===== config.mk =====
export PLATFORM = sky130hd
export DESIGN_NAME = imem_loader
export DESIGN_NICKNAME = d
export VERILOG_FILES = /design/src/rtl/loader_pkg.sv /design/src/rtl/word_assembler.sv /design/src/rtl/imem_loader.sv
export SDC_FILE = /design/constraint.sdc
export NUM_CORES = 1
export LEC_CHECK = 0
export ABC_AREA = 1
export BUFFER_PORTS_ARGS = -buffer_cell sky130_fd_sc_hd__buf_4
export CORE_MARGIN = 10
export CORE_UTILIZATION = 52
export DETAILED_ROUTE_END_ITERATION = 8
export GPL_ROUTABILITY_DRIVEN = 0
export HOLD_SLACK_MARGIN = 0.05
export PLACE_DENSITY_LB_ADDON = 0.08
export SETUP_SLACK_MARGIN = 0.5
export SYNTH_ARGS = -nofsm -noshare
export SYNTH_HDL_FRONTEND = slang
export SYNTH_SLANG_ARGS = --single-unit
export TNS_END_PERCENT = 100

===== constraint.sdc =====
create_clock -name clk -period 1.7 [get_ports clk]
set_input_delay 0.17 -clock clk [delete_from_list [all_inputs] [get_ports clk]]
set_output_delay 0.17 -clock clk [all_outputs]
set_load 0.005 [all_outputs]

===== src/rtl/loader_pkg.sv =====
// Shared definitions for the instruction-memory loader: FSM states and
// framing constants of the serial load stream.
package loader_pkg;

  typedef enum logic [2:0] {
    IDLE,
    LEN_LO,
    LEN_HI,
    DATA,
    WRITE,
    DONE,
    ERR
  } state_t;

  // Width of the little-endian word-count header.
  localparam int HDR_WIDTH      = 16;
  // Stream bytes making up one instruction word.
  localparam int BYTES_PER_WORD = 4;
  localparam int WORD_WIDTH     = 32;

endpackage


===== src/rtl/word_assembler.sv =====
// Collects stream bytes into 32-bit little-endian words: the first byte of a
// word lands in bits [7:0] once all four bytes have been shifted in.
module word_assembler
  import loader_pkg::*;
(
  input  logic                  clk,
  input  logic                  rst,
  input  logic                  clear,
  input  logic                  shift_en,
  input  logic [7:0]            byte_in,
  output logic [WORD_WIDTH-1:0] word,
  output logic                  word_done
);

  logic [1:0]            cnt_reg;
  logic [WORD_WIDTH-1:0] word_reg;

  // Shift each accepted byte in from the top so the earliest byte ends lowest.
  always_ff @(posedge clk or negedge rst) begin
    if (!rst) begin
      cnt_reg  <= '0;
      word_reg <= '0;
    end else if (clear) begin
      cnt_reg  <= '0;
    end else if (shift_en) begin
      word_reg <= {byte_in, word_reg[WORD_WIDTH-1:8]};
      cnt_reg  <= cnt_reg + 2'd1;
    end
  end

  // The fourth byte is being accepted this cycle; the word is complete next cycle.
  always_comb begin
    word_done = shift_en && !clear && (cnt_reg == 2'(BYTES_PER_WORD - 1));
  end

  assign word = word_reg;

endmodule


===== src/rtl/imem_loader.sv =====
// Serial instruction-memory loader: receives a 16-bit word count followed by
// that many little-endian 32-bit words and writes them to consecutive
// addresses, holding the CPU in reset until the load completes.
module imem_loader
  import loader_pkg::*;
#(
  parameter int ADDR_WIDTH = 8
) (
  input  logic                  clk,
  input  logic                  rst,
  input  logic                  start,
  input  logic [7:0]            byte_in,
  input  logic                  byte_valid,
  output logic                  byte_ready,
  output logic                  wr_en,
  output logic [ADDR_WIDTH-1:0] wr_addr,
  output logic [31:0]           wr_data,
  output logic                  cpu_hold,
  output logic                  done,
  output logic                  err
);

  // One extra bit so an index of DEPTH can be compared without wrapping.
  localparam int IDX_WIDTH = ADDR_WIDTH + 1;
  localparam int DEPTH     = 1 << ADDR_WIDTH;

  state_t                 state_reg, state_next;
  logic [HDR_WIDTH-1:0]   len_reg, len_next;
  logic [IDX_WIDTH-1:0]   idx_reg, idx_next;
  logic [ADDR_WIDTH-1:0]  addr_hold_reg;
  logic [WORD_WIDTH-1:0]  data_hold_reg;

  logic                   accept;
  logic                   asm_clear;
  logic                   asm_shift;
  logic                   word_done;
  logic [WORD_WIDTH-1:0]  asm_word;
  logic [HDR_WIDTH-1:0]   hdr_word;
  logic [IDX_WIDTH-1:0]   idx_inc;

  assign accept   = byte_valid && byte_ready;
  assign hdr_word = {byte_in, len_reg[7:0]};
  assign idx_inc  = idx_reg + 1'b1;

  word_assembler u_asm (
    .clk       (clk),
    .rst       (rst),
    .clear     (asm_clear),
    .shift_en  (asm_shift),
    .byte_in   (byte_in),
    .word      (asm_word),
    .word_done (word_done)
  );

  // State, header and word-index registers.
  always_ff @(posedge clk or negedge rst) begin
    if (!rst) begin
      state_reg <= IDLE;
      len_reg   <= '0;
      idx_reg   <= '0;
    end else begin
      state_reg <= state_next;
      len_reg   <= len_next;
      idx_reg   <= idx_next;
    end
  end

  // Remember the last written address/data so the ports hold outside WRITE.
  always_ff @(posedge clk or negedge rst) begin
    if (!rst) begin
      addr_hold_reg <= '0;
      data_hold_reg <= '0;
    end else if (state_reg == WRITE) begin
      addr_hold_reg <= idx_reg[ADDR_WIDTH-1:0];
      data_hold_reg <= asm_word;
    end
  end

  // Next-state logic and per-state handshake/write strobes.
  always_comb begin
    state_next = state_reg;
    len_next   = len_reg;
    idx_next   = idx_reg;
    asm_clear  = 1'b0;
    asm_shift  = 1'b0;
    byte_ready = 1'b0;
    wr_en      = 1'b0;
    case (state_reg)
      IDLE, DONE: begin
        if (start) begin
          state_next = LEN_LO;
          asm_clear  = 1'b1;
        end
      end
      LEN_LO: begin
        byte_ready = 1'b1;
        if (accept) begin
          len_next[7:0] = byte_in;
          state_next    = LEN_HI;
        end
      end
      LEN_HI: begin
        byte_ready = 1'b1;
        if (accept) begin
          len_next = hdr_word;
          if (hdr_word == '0) begin
            state_next = DONE;
          end else if (32'(hdr_word) > 32'(DEPTH)) begin
            state_next = ERR;
          end else begin
            state_next = DATA;
            idx_next   = '0;
            asm_clear  = 1'b1;
          end
        end
      end
      DATA: begin
        byte_ready = 1'b1;
        asm_shift  = accept;
        if (word_done) begin
          state_next = WRITE;
        end
      end
      WRITE: begin
        wr_en    = 1'b1;
        idx_next = idx_inc;
        if (HDR_WIDTH'(idx_inc) == len_reg) begin
          state_next = DONE;
        end else begin
          state_next = DATA;
        end
      end
      ERR: begin
        // Drain the rest of a rejected stream so the source never stalls.
        byte_ready = 1'b1;
        if (start) begin
          state_next = LEN_LO;
          asm_clear  = 1'b1;
        end
      end
      default: state_next = IDLE;
    endcase
  end

  assign wr_addr  = (state_reg == WRITE) ? idx_reg[ADDR_WIDTH-1:0] : addr_hold_reg;
  assign wr_data  = (state_reg == WRITE) ? asm_word : data_hold_reg;
  assign cpu_hold = (state_reg != DONE);
  assign done     = (state_reg == DONE);
  assign err      = (state_reg == ERR);

endmodule


==> out/summary.txt, run 1 <==
Die area: 12,600 um^2
Mapped Area: 4420 um^2
Avg Vias per Cell: 5.42
RSZ-0062 raised after global routing: true
Critical path startpoint category: flip-flop
Tightest Hold Check Type: in2reg
Sw Ratio: 0.417
Total global routing overflow: 0
Critical Path Max Stage Delay: 0.44 ns
First-pass GRT wire length: 21.0 mm
# clock sinks: 102
Critical path's top delay family: flip-flops
Worst EP required: 1.53 ns
Num ports: 57
Inserted Diodes: 0
Max IR drop VDD: 0.977 mV
Final setup margin: -0.112 ns
Vias in the first global route: 4,079
CTS Buf Count: 9
Worst path buffer plus inverter count: 2
Cell variety after synth: 25
Critical-path maximum fanout: 17
Chip Width: 112 um
Critical path class: reg2out
Row cnt: 33
Net load switching power: 4.88 mW
Syn-to-layout area delta: 42.2%
Flops & latches, synth: 102
Worst-margin pin slew: 0.602 ns
CP cell instances: nor2_4, nand2_8, buf_12, o21ai_2, buf_4
Post-route DRC: 0
Failing checks: setup timing
WL per Instance: 17.5 um
Final net count: 651
Setup TNS: -3.24 ns
Reg power frac: 0.356
CTS tree: done
Final hold vios: 0
Final slew viol count: 0
Initial DRT Pass Iterations: 6
Internal power: 6.83 mW
WHS: 0.114 ns
Leakage: 3.13 nW
Detail Placement HPWL: 7.42 mm
Worst slew margin: 0.599
Largest net degree at the start of global routing: 37
Setup crit end kind: output port
Post-layout min period: 1.81 ns
Total GRT Usage: 0.202
Die Ht: 112 um
Skew-Pair Late Insertion Delay: 0.38 ns
Drt initial violations: 314
CTS H-Tree Depth: 3
Share of post-route cells with drive strength above 1: 0.355
CTS Root Cell: clkbuf_8
WL final: 13.1 mm
Clock-pin slew of the registers on the worst-case setup and hold paths: 0.11 ns
Total chip power: 11.7 mW
Post-route ant nets: 0
Logic pwr share: 0.512
Clock skew: 0.00978 ns
Fmax achieved: 0.552 GHz
Clk buf depth: 2
Initial antenna violation count: 0
Post-Syn Nets: 541
Final setup vio count: 57
Detailed-route via count: 4,049
Status: finished, violations left
Syn_area_per_cell: 8.39 um^2
Max-cap violations: 0
Clock network power share: 0.132
Seq/Total Area, Yosys: 0.577
Synth warnings: 0
Final Cycle Share: 1.07
PwrDens: 1860 nW/um^2
Core ar.: 8260 um^2
Worst EP arrival: 1.64 ns
Synthesized instance count: 527
Initial core utilization: 0.535
Slowest library cell on the worst path: dfrtp_2
PortBufs: 56
per-stage QoR:
step | area, um^2 | cells | worst slack (ns) | utilization
floorplan | 4650 | 527 | 0.135 | -
global placement | 5170 | 679 | 0.0765 | 0.626
finish | 6290 | 747 | -0.112 | 0.761
global route | 6290 | 747 | -0.191 | 0.761
detailed placement | 5170 | 679 | 0.0316 | 0.626
CTS | 6100 | 734 | -0.0643 | 0.738
cells in the final DEF (no fill, tap or decap), types with 4 or more instances in the layout:
| master | n |
|---|---|
| o21ai_2 | 32 |
| dlygate4sd3_1 | 9 |
| nand2_4 | 7 |
| buf_4 | 78 |
| nand2_2 | 21 |
| o21ai_4 | 5 |
| inv_1 | 48 |
| nand3_1 | 19 |
| clkbuf_8 | 10 |
| buf_16 | 8 |
| buf_12 | 8 |
| inv_2 | 14 |
| a21oi_1 | 4 |
| nor2_1 | 9 |
| nor2_4 | 4 |
| inv_6 | 6 |
| nor2_2 | 5 |
| o21ai_1 | 50 |
| nand2_1 | 155 |
| o21ai_0 | 6 |
| buf_6 | 9 |
| nand4_1 | 6 |
| dfrtp_1 | 99 |
tightest hold or removal path, cell delays in order:
cell and delay (ns):
buf_4 0.09, inv_1 0.07, o21ai_1 0.13
metal layers:
metal,part of all wire,track usage
met5,0,0
met1,0.41,0.247
met2,0.48,0.333
met3,0.076,0.0570
met4,0.037,0.0770
power by group through the flow:
stage / Sequential (mW) / Combinational [mW] / Clock, mW
3_3_place_gp: 4.13 / 4.40 / 0
3_5_place_dp: 4.18 / 4.50 / 0
4_1_cts: 4.10 / 5.48 / 1.57
5_1_grt: 4.27 / 6.58 / 1.67
6_report: 4.16 / 5.99 / 1.55
2_1_floorplan: 3.99 / 2.95 / 0
path summary, 6_finish.rpt:
check	endpoint	startpoint	slack (ns)	depth (start not counted)
min in group asynchronous	data_hold_reg[5]	rst	0.28	2
worst max register to register	state_reg[2]	state_reg[2]	-0.09	11
max in group asynchronous	state_reg[1]	rst	0.86	3
worst min-delay path	len_reg[3]	byte_in[3]	0.11	3
worst min register to register	data_hold_reg[13]	data_hold_reg[13]	0.48	2
worst max-delay path	wr_data[26]	state_reg[0]	-0.11	5
logic make-up after synthesis:
group	share of synthesized area
AOI/OAI and AO/OA	0.117
adders and majority gates	0.00566
buffers and inverters	0.0761
DFF	0.577
and+or+nand+nor	0.224
repair_timing:
item	CTS	global route
hold buffers	9	0
gates resized for setup	70	27
endpoints found under the hold margin	41	0
setup buffers	20	13
gates cloned	10	0
setup endpoints to repair	147	145
pin swaps	22	10
synth_stat cells (all sizes together):
library cell,count,area (um^2)
o21bai,2,15.0
nand3,22,115
nand3b,2,15.0
a21oi,5,25.0
dfrtp,102,2550
or2,1,6.26
o21ai,92,464
nor2,18,92.6
clkinv,1,3.75
nand4,6,37.5
nand2,185,697
a2bb2oi,1,15.0
clkbuf,7,26.3
nor3,3,25.0
ha,2,25.0
buf,11,55.1
inv,67,251
cell type report:
| cell class | instances | area, um^2 |
|---|---|---|
| clock buffers | 10 | 138 |
| clock inverters | 6 | 62.6 |
| fillers | 570 | 1970 |
| inverters | 68 | 280 |
| multi-input cells | 341 | 1920 |
| flip-flops and latches | 102 | 2560 |
| well taps | 105 | 131 |
| repair buffers | 115 | 1200 |
No activity file was read; power rests on OpenSTA's default activity.
==> run 2, diff against run 1 <==
Settings changed: PLACE_DENSITY_LB_ADDON 0.08 to 0.15, SETUP_SLACK_MARGIN 0.5 to default.
==> run 2 against run 1 <==
  * The flow still finishes with violations (setup timing)
  * Fmax increased by 0.24%
  * Clock skew is 0.0015 ns lower
  * Cell area fell by 5.6%
  * Core utilization is 4.2 points lower
  * Via count decreased by 5.0%
  * Clock power hardly changed
  * Hold slack got worse by 0.037 ns
  * Non-clock buffer count down 12
  * First-iteration DRC count down 4.8%
  * Critical endpoint is now wr_addr[1]
  * Largest cell class unchanged
==> out/summary.txt, run 2 (synthesis results as in run 1) <==
Setup crit end kind: output port (unchanged)
Skew-Pair Late Insertion Delay: 0.36 ns (was 0.38 ns)
Avg Vias per Cell: 5.24 (was 5.42)
Vias in the first global route: 3,697 (was 4,079)
PortBufs: 56 (unchanged)
GR Util met1: 0.233 (was 0.247)
RSZ-0062 raised after global routing: true (unchanged)
Total GRT Usage: 0.175 (was 0.202)
Final setup vio count: 32 (was 57)
Initial antenna violation count: 0 (unchanged)
Syn-to-layout area delta: 34.3% (was 42.2%)
Final Cycle Share: 1.06 (was 1.07)
PwrDens: 1900 nW/um^2 (was 1860 nW/um^2)
Final net count: 638 (was 651)
Max IR drop VDD: 0.836 mV (was 0.977 mV)
Clock skew: 0.00833 ns (was 0.00978 ns)
Detailed-route via count: 3,845 (was 4,049)
Final setup margin: -0.108 ns (was -0.112 ns)
CTS H-Tree Depth: 3 (unchanged)
Most common cell after layout, fill and taps aside: nand2_1 (unchanged)
Share of post-route cells with drive strength above 1: 0.334 (was 0.355)
Critical-path maximum fanout: 19 (was 17)
Met2 usage: 0.278 (was 0.333)
Max-cap violations: 0 (unchanged)
CTS tree: done (unchanged)
Tightest Hold Check Type: in2reg (unchanged)
CTS Root Cell: clkbuf_8 (unchanged)
Row cnt: 33 (unchanged)
Worst-margin pin slew: 0.425 ns (was 0.602 ns)
Initial core utilization: 0.535 (unchanged)
Post-layout min period: 1.81 ns (about the same)
Critical path startpoint category: flip-flop (unchanged)
WL final: 11.3 mm (was 13.1 mm)
Worst EP arrival: 1.64 ns (about the same)
Largest net degree at the start of global routing: 45 (was 37)
Total chip power: 11.3 mW (was 11.7 mW)
Chip Width: 112 um (unchanged)
Core ar.: 8260 um^2 (unchanged)
Fmax achieved: 0.553 GHz (was 0.552 GHz)
Post-route ant nets: 0 (unchanged)
Most frequent cells in the layout: nand2_1, dfrtp_1, buf_4 (unchanged)
Failing checks: setup timing (unchanged)
Status: finished, violations left (unchanged)
Total global routing overflow: 0 (unchanged)
WL per Instance: 15.4 um (was 17.5 um)
Leakage: 2.99 nW (was 3.13 nW)
Met3 usage: 0.0415 (was 0.0570)
Num ports: 57 (unchanged)
Final slew viol count: 0 (unchanged)
Reg2reg setup slack: -0.01 ns (was -0.09 ns)
Worst EP required: 1.53 ns (about the same)
Die Ht: 112 um (unchanged)
# clock sinks: 102 (unchanged)
Die area: 12,600 um^2 (unchanged)
Clk buf depth: 2 (unchanged)
Final hold vios: 0 (unchanged)
CTS Buf Count: 9 (unchanged)
Detail Placement HPWL: 7.15 mm (was 7.42 mm)
Inserted Diodes: 0 (unchanged)
Worst slew margin: 0.717 (was 0.599)
Clock-pin slew of the registers on the worst-case setup and hold paths: 0.09 ns (was 0.11 ns)
GRT Max-Usage Layer: met2 (unchanged)
Critical path class: reg2out (unchanged)
First-pass GRT wire length: 18.4 mm (was 21.0 mm)
Initial DRT Pass Iterations: 5 (was 6)
WHS: 0.0775 ns (was 0.114 ns)
Drt initial violations: 299 (was 314)
Post-route DRC: 0 (unchanged)
run 2: cell types whose count changed in the layout (fill, tap and decap cells not counted), sizes merged:
| cell | before | now |
|---|---|---|
| nand2 | 186 | 185 |
| bufinv | 0 | 1 |
| dlygate4sd3 | 9 | 8 |
| inv | 71 | 69 |
| clkinvlp | 0 | 1 |
| buf | 106 | 95 |
run 2: path summary, 6_finish.rpt:
kind | startpoint | to | cells past startpoint
setup / recovery | state_reg[1] | wr_addr[1] | 7
max in group asynchronous | rst | u_asm.cnt_reg[1] | 3
hold / removal | byte_in[2] | u_asm.word[26] | 3
hold reg to reg | data_hold_reg[25] | data_hold_reg[25] | 2
setup reg to reg | state_reg[1] | state_reg[2] | 12
min in group asynchronous | rst | data_hold_reg[7] | 2
run 2: metal layers:
layer	wire [um]	up-vias
li1	-	1867
met1	4940	1845
met2	5580	116
met3	627	17
met4	174	0
met5	0	-
run 2: critical path, stage by stage, from the launching register on:
cell	delay [ns]
dfrtp_1	0.42
nor2_4	0.15
nand2_4	0.10
buf_12	0.18
inv_12	0.10
nand2_1	0.11
nand2_4	0.10
buf_6	0.09
run 2: stage by stage:
step / area, um^2 / setup TNS, ns / setup WS, ns / instances / util
6_report: 5940 / -0.875 / -0.108 / 734 / 0.719
3_5_place_dp: 5030 / 0 / 0.0376 / 680 / 0.609
4_1_cts: 5660 / -1.06 / -0.0718 / 726 / 0.685
5_1_grt: 5940 / -4.53 / -0.189 / 734 / 0.719
3_3_place_gp: 5030 / 0 / 0.0653 / 680 / 0.609
2_1_floorplan: 4420 / 0 / 0.110 / 527 / -
run 2: final cells by class:
cell class	count	area, um^2
Clock buffer	10	138
Clock inverter	6	67.6
Inverter	68	270
Multi-Input combinational cell	340	1840
Fill cell	616	2320
Tap cell	105	131
Timing Repair Buffer	103	942
Sequential cell	102	2550
run 2: report_power, final:
part           total [mW]  switching [mW]  leakage (nW)  internal [mW]
Combinational        5.55            2.97          1.61           2.57
Clock                1.55           0.821         0.105          0.731
Sequential           4.17           0.649          1.28           3.52
Total                11.3            4.44          2.99           6.83
run 2: what timing repair did:
| item | CTS | global route |
|---|---|---|
| gates resized for setup | 70 | 64 |
| hold buffers | 8 | 0 |
| buffers inserted | 20 | 8 |
| endpoints found under the setup margin | 41 | 65 |
| pin swaps | 8 | 7 |
| endpoints found under the hold margin | 35 | 0 |
| gates cloned | 2 | 1 |
